[config.mk]
export PLATFORM = sky130hd
export DESIGN_NAME = div_iter_unit_flat
export DESIGN_NICKNAME = d
export VERILOG_FILES = /design/src/rtl/div_iter_unit_if.sv /design/src/rtl/div_iter_unit.sv /design/src/flat_wrapper.sv
export SDC_FILE = /design/constraint.sdc
export NUM_CORES = 1
export LEC_CHECK = 0
export CORE_ASPECT_RATIO = 1.5
export CORE_MARGIN = 2
export CORE_UTILIZATION = 23
export CTS_CLUSTER_SIZE = 24
export DETAILED_ROUTE_END_ITERATION = 12
export DONT_BUFFER_PORTS = 1
export PLACE_DENSITY_LB_ADDON = 0.25
export RECOVER_POWER = 100
export SYNTH_ARGS = -nofsm -noshare
export SYNTH_HDL_FRONTEND = slang
export SYNTH_SLANG_ARGS = --single-unit
[constraint.sdc]
create_clock -name clk -period 14.8 [get_ports clk]
set_input_delay 2.22 -clock clk [delete_from_list [all_inputs] [get_ports clk]]
set_output_delay 2.22 -clock clk [all_outputs]
set_load 0.01 [all_outputs]
[src/rtl/div_iter_unit_if.sv]
// rtl/div_iter_unit_if.sv - E-stage handshake and operand bundle for the iterative divider
interface div_iter_unit_if #(
  parameter int DATA_W = 32
);
  logic                start_i;
  logic                signed_i;
  logic                annul_i;
  logic [DATA_W-1:0]   opdata1_i;
  logic [DATA_W-1:0]   opdata2_i;
  logic                busy_o;
  logic                ready_o;
  logic [2*DATA_W-1:0] result_o;

  // Pipeline side drives requests and consumes stall/result.
  modport master (
    output start_i, signed_i, annul_i, opdata1_i, opdata2_i,
    input  busy_o, ready_o, result_o
  );

  // Divider side.
  modport slave (
    input  start_i, signed_i, annul_i, opdata1_i, opdata2_i,
    output busy_o, ready_o, result_o
  );
endinterface

[src/rtl/div_iter_unit.sv]
// rtl/div_iter_unit.sv - radix-2 restoring DIV/DIVU divider; optional early out via DIV_EARLY_OUT_EN
module div_iter_unit #(
  parameter int DATA_W = 32
) (
  input logic            clk,
  input logic            rst,
  div_iter_unit_if.slave bus
);
  localparam int CNT_W = (DATA_W > 1) ? $clog2(DATA_W) : 1;

  typedef enum logic [1:0] {IDLE, DIVZERO, ON, END} state_e;

  state_e              state_q, state_d;
  logic [CNT_W-1:0]    cnt_q, cnt_d;
  logic [DATA_W-1:0]   rem_q, rem_d;      // partial remainder
  logic [DATA_W-1:0]   quot_q, quot_d;    // dividend bits shift out, quotient bits shift in
  logic [DATA_W-1:0]   dvsr_q, dvsr_d;    // divisor magnitude
  logic                sign1_q, sign1_d;  // dividend negative in signed mode
  logic                sign2_q, sign2_d;  // divisor negative in signed mode
  logic [2*DATA_W-1:0] result_q, result_d;

  logic [DATA_W-1:0]   mag1, mag2;
  logic [DATA_W:0]     partial;
  logic                q_bit;
  logic [DATA_W-1:0]   rem_next, quot_next, q_fix, r_fix;
  logic                busy, ready;

  // Operand magnitudes and one restoring step with the signed fix-up of its outcome.
  always_comb begin
    mag1      = (bus.signed_i && bus.opdata1_i[DATA_W-1]) ? -bus.opdata1_i : bus.opdata1_i;
    mag2      = (bus.signed_i && bus.opdata2_i[DATA_W-1]) ? -bus.opdata2_i : bus.opdata2_i;
    partial   = {rem_q, quot_q[DATA_W-1]};
    q_bit     = (partial >= {1'b0, dvsr_q});
    rem_next  = q_bit ? DATA_W'(partial - {1'b0, dvsr_q}) : partial[DATA_W-1:0];
    quot_next = {quot_q[DATA_W-2:0], q_bit};
    q_fix     = (sign1_q ^ sign2_q) ? -quot_next : quot_next;
    r_fix     = sign1_q ? -rem_next : rem_next;
  end

  // Next-state, datapath updates and handshake outputs.
  always_comb begin
    state_d  = state_q;
    cnt_d    = cnt_q;
    rem_d    = rem_q;
    quot_d   = quot_q;
    dvsr_d   = dvsr_q;
    sign1_d  = sign1_q;
    sign2_d  = sign2_q;
    result_d = result_q;
    busy     = (state_q == ON) || (state_q == DIVZERO) ||
               ((state_q == IDLE) && bus.start_i && !bus.annul_i);
    ready    = (state_q == END);
    if (bus.annul_i) begin
      // Flush beats everything, including a new request in the same cycle.
      state_d = IDLE;
    end else begin
      case (state_q)
        IDLE: begin
          if (bus.start_i) begin
            if (bus.opdata2_i == '0) begin
              state_d = DIVZERO;
              quot_d  = bus.opdata1_i;  // raw dividend becomes the remainder half
`ifdef DIV_EARLY_OUT_EN
            end else if (mag1 < mag2) begin
              state_d  = END;
              result_d = {bus.opdata1_i, {DATA_W{1'b0}}};
`endif
            end else begin
              state_d = ON;
              quot_d  = mag1;
              dvsr_d  = mag2;
              rem_d   = '0;
              cnt_d   = '0;
              sign1_d = bus.signed_i & bus.opdata1_i[DATA_W-1];
              sign2_d = bus.signed_i & bus.opdata2_i[DATA_W-1];
            end
          end
        end
        DIVZERO: begin
          state_d  = END;
          result_d = {quot_q, {DATA_W{1'b1}}};
        end
        ON: begin
          rem_d  = rem_next;
          quot_d = quot_next;
          cnt_d  = cnt_q + 1'b1;
          if (cnt_q == CNT_W'(DATA_W - 1)) begin
            state_d  = END;
            result_d = {r_fix, q_fix};
          end
        end
        END: state_d = IDLE;
        default: state_d = IDLE;
      endcase
    end
  end

  // State and datapath registers.
  always_ff @(posedge clk or negedge rst) begin
    if (!rst) begin
      state_q  <= IDLE;
      cnt_q    <= '0;
      rem_q    <= '0;
      quot_q   <= '0;
      dvsr_q   <= '0;
      sign1_q  <= 1'b0;
      sign2_q  <= 1'b0;
      result_q <= '0;
    end else begin
      state_q  <= state_d;
      cnt_q    <= cnt_d;
      rem_q    <= rem_d;
      quot_q   <= quot_d;
      dvsr_q   <= dvsr_d;
      sign1_q  <= sign1_d;
      sign2_q  <= sign2_d;
      result_q <= result_d;
    end
  end

  assign bus.busy_o   = busy;
  assign bus.ready_o  = ready;
  assign bus.result_o = result_q;
endmodule
[src/flat_wrapper.sv]
// flat-port wrapper written by rule: the top's interface ports become plain ports
module div_iter_unit_flat 
#(
  parameter int DATA_W = 32
)
  (clk, rst, bus_start_i, bus_signed_i, bus_annul_i, bus_opdata1_i, bus_opdata2_i, bus_busy_o, bus_ready_o, bus_result_o);
  div_iter_unit_if #(.DATA_W(DATA_W)) bus_i ();
  input logic clk;
  input logic rst;
  input wire logic [$bits(bus_i.start_i)-1:0] bus_start_i;
  input wire logic [$bits(bus_i.signed_i)-1:0] bus_signed_i;
  input wire logic [$bits(bus_i.annul_i)-1:0] bus_annul_i;
  input wire logic [$bits(bus_i.opdata1_i)-1:0] bus_opdata1_i;
  input wire logic [$bits(bus_i.opdata2_i)-1:0] bus_opdata2_i;
  output wire logic [$bits(bus_i.busy_o)-1:0] bus_busy_o;
  output wire logic [$bits(bus_i.ready_o)-1:0] bus_ready_o;
  output wire logic [$bits(bus_i.result_o)-1:0] bus_result_o;
  assign bus_i.start_i = bus_start_i;
  assign bus_i.signed_i = bus_signed_i;
  assign bus_i.annul_i = bus_annul_i;
  assign bus_i.opdata1_i = bus_opdata1_i;
  assign bus_i.opdata2_i = bus_opdata2_i;
  assign bus_busy_o = bus_i.busy_o;
  assign bus_ready_o = bus_i.ready_o;
  assign bus_result_o = bus_i.result_o;
  div_iter_unit #(.DATA_W(DATA_W)) u_core (.clk(clk), .rst(rst), .bus(bus_i));
endmodule
==> results.txt <==
----------------------------------------------------
[Status]
  Run status ... finished with violations
  Failing checks ... max-capacitance violations, max-slew violations

[Timing]
  Setup repair after global routing missed its margin ... no
  Max_slew headroom ... -53.58%
  Clock period minus final worst setup slack ... between 8000 and 9000 ps
  Least-Margin Pin Slew ... about 2300 ps
  Hold Vio Cnt, Final ... 0
  Post-route clock skew ... 12.70 ps
  Maximum clock frequency ... between 100 and 150 MHz
  Max-slew violations ... approximately 210
  Total Neg Setup Slack ... 0 ps
  Final critical-path share of the clock period ... around 57%
  Final setup violating endpoints ... 0

[Floorplan]
  I/O pin cnt ... 135
  Floorplan core area ... 0.05374 mm²
  Full die area ... around 0.056 mm²
  Die H ... between 200 and 300 µm
  Standard-cell row count ... ~100
  Initial core utilization ... a little under a quarter
  Die Width ... 194.7 µm

[Clocking]
  Clock tree from TritonCTS ... yes
  Insertion delay to the later sink of the worst-skew pair ... between 400 and 500 ps
  Root buffer selected by CTS ... clkbuf_16
  Total number of clock tree sinks ... 169
  Number of buffers added by the clock tree synthesis step ... 17
  Number of buffers inserted by post-CTS setup repair ... 0
  Clock transition at the registers of the reported paths ... around 70 ps
  Post-CTS sizing ... 0
  Bufs on Longest Clock Path ... 2
  # hold bufs at CTS ... 0
  H-tree levels ... 4

[Power and ir drop]
  Worst supply voltage drop on vdd ... 115.3 µV
  LEAKAGE ... roughly 5.6 nW
  Combinational power share ... 64.0%
  Share of power burned in the clock network ... about an eighth
  Share of total power consumed by net switching ... 54.10%
  Switching Power ... 0.002158 W
  Portion of total power attributed to sequential cells ... a little under a quarter
  Internal Pwr Total ... 0.001831 W
  Power per unit of standard cell area ... just under 300 mW/mm²

[GRT]
  Number of global-route vias before repair ... roughly 11000
  Pin count of the biggest net entering global routing ... 170
  Overall overflow remaining after global route ... 0
  Tot GR Track Use ... 15.86%
  Global-route wire length before repair ... 68400 µm
  Antenna violations before repair ... 0

[Cells and area]
  Most frequent cells in the layout ... nand2_1, a21oi_1, dfrtp_1, o21ai_0, nor2_1
  Filler cell count ... between 5000 and 6000
  Combined flip-flop and latch cell area ... 0.004229 mm²
  Multi-input combinational cell area ... roughly 0.0076 mm²
  Area of all placed cells without fillers ... between 0.01 and 0.015 mm²
  Post-synthesis to final-layout area growth ... 8.537%
  Leading cell type in the layout, fill and taps excluded ... nand2_1
  Fraction of final layout cells with drive strength greater than 1 ... under 10%
  Antenna diode count ... 0
  Layout Nets ... approximately 1600
  Fraction of the core area covered by cells at the end of the flow ... about a quarter

[Routing]
  Average routed wire per standard cell ... 20.02 µm
  Number of nets with antenna violations after detailed routing ... 0
  Count of TritonRoute iterations in the first routing pass ... 5
  Avg Vias per Cell ... 5.038
  Overall routed net length ... between 40000 and 50000 µm
  DRC violation count after routing ... 0
  Routed via count ... around 11000
  DRT iter0 DRCs ... 685

[Synthesis]
  Seq cells post-synth ... approximately 170
  Post-synth cell types ... just over 90
  Cell Area, Synth ... about 0.013 mm²
  Dominant synthesized flop cell ... dfrtp_1
  Cell taking the most area after synthesis ... dfrtp_1
  Sequential cell area fraction in the yosys report ... around 34%
  Post-synthesis instance total ... about 1600
  Number of warnings issued by yosys ... 0
  Share of async-settable or async-resettable flops after synthesis ... 100.0%
  Synth top area share ... roughly 34%
  Synth top area cells ... dfrtp_1, nand2_1, a21oi_1
  Syn Nets ... 1713
  Mean post-synth cell area ... roughly 7.8 µm²
  EDFF count, synth ... 0

[Worst setup path]
  Critical path peak fanout ... 42
  Critical Setup Path Class ... reg2reg
  Worst endpoint data arrival time ... about 8700 ps
  Critical Path Source Type ... register
  Worst endpoint required time ... 15110 ps
  Worst setup EP type ... register

[Placed design]
  Number of buffers inserted by port buffering ... 0
  HPWL Detailed ... 33780 µm
  Post-detailed-placement cell area ... around 0.013 mm²
  Gp weighted congestion ... around 0.86

[Flow run]
  Number of max-cap violations ... 4

[Hold path]
  Min-delay worst type ... reg2reg

----------------------------------------------------
[registers in the layout (all words and copies together), names as in the netlist]
signal	count
u_core.bus.result_o	64
u_core.cnt_q	5
u_core.dvsr_q	32
u_core.quot_q	32
u_core.rem_q	32
u_core.sign1_q	1
u_core.sign2_q	1
u_core.state_q	2
[power groups by stage]
stage / sequential, W / clock [W] / combinational [W]
after floorplan: 0.000803 / 0 / 0.00201
after global placement: 0.000959 / 0 / 0.00256
after detailed placement: 0.000962 / 0 / 0.00258
after CTS: 0.000953 / 0.000501 / 0.00259
after global routing: 0.000977 / 0.000517 / 0.00285
final: 0.000949 / 0.000485 / 0.00255
[stage by stage]
stage	std cells	power [W]	hold slack, ps	setup WS, ps
2_1_floorplan	1601	0.002811	445.3	9827
3_3_place_gp	2205	0.003517	455.8	8699
3_5_place_dp	2205	0.003543	470.6	8715
4_1_cts	2236	0.004047	485.4	9092
5_1_grt	2236	0.004346	525.4	5725
6_report	2236	0.003989	484.2	6387
[final timing paths]
path                            startpoint                      end  slack [ps]  cells past startpoint
min in group asynchronous              rst         u_core.dvsr_q[0]        1490                      0
min                        u_core.cnt_q[4]          u_core.cnt_q[4]         480                      2
max                        u_core.rem_q[5]  u_core.bus.result_o[30]        6390                     19
min reg2reg                u_core.cnt_q[4]          u_core.cnt_q[4]         480                      2
max reg2reg                u_core.rem_q[5]  u_core.bus.result_o[30]        6390                     19
max in group asynchronous              rst  u_core.bus.result_o[43]       12890                      0
[critical path: stages, from the launching register on]
cell      delay, ps
dfrtp_1         480
ha_1            460
a21oi_1         370
o21ai_0         260
a221o_1         400
a21o_2          250
nand4_1         530
nand2_1        1230
inv_1           380
clkbuf_1       1600
ha_1            410
nand2b_1         90
o21ai_0         460
o21a_1          260
nand2_1         140
o21bai_1        260
nor2_1          220
o21ai_0         150
xnor2_1         200
a21oi_1          90
[cells by family (layout without fill, tap and decap cells)]
family | Yosys count | count (layout) | synth area share, %
AOI/OAI and AO/OA | 495 | 495 | 23.87
xor gates and xnor gates | 145 | 145 | 10.30
adders and majority gates | 43 | 43 | 4.348
buffers and inverters | 160 | 106 | 5.595
DFF | 169 | 169 | 33.71
muxes | 25 | 25 | 2.054
and+or+nand+nor | 564 | 564 | 20.13
[area by class of cell]
type / instances / area share, %
timing repair buffer: 15 / 0.7443
inverter: 60 / 1.654
sequential: 169 / 31.06
tap: 689 / 6.331
multi-input combinational: 1272 / 55.69
clock inverter: 12 / 1.195
clock buffer: 19 / 3.326
[synthesized netlist by cell type, types with 7 or more instances]
cell type  number
nand2b_1        7
o21a_1          7
xnor2_1        66
nor3_1         42
buf_2          11
o21ai_0       155
or4_1           9
or3_1          18
a21o_1         15
nor4_1          7
inv_1          59
o211ai_1       11
mux2i_1        19
o41ai_1         8
nand2_1       282
a21oi_1       181
nand3_1        37
clkbuf_1       69
nor2_1        113
ha_1           42
buf_1          10
a31oi_1         8
dfrtp_1       169
o31ai_1        45
nand4_1        11
xor2_1         76
[layer usage]
metal,global-route usage (%),vias up,wire length [µm]
met2,28.18,290,22710
li1,-,5494,-
met5,0,-,0
met1,18.41,5407,18120
met3,2.940,75,2180
met4,7.073,0,1759
Power figures use the tool's default switching activity.
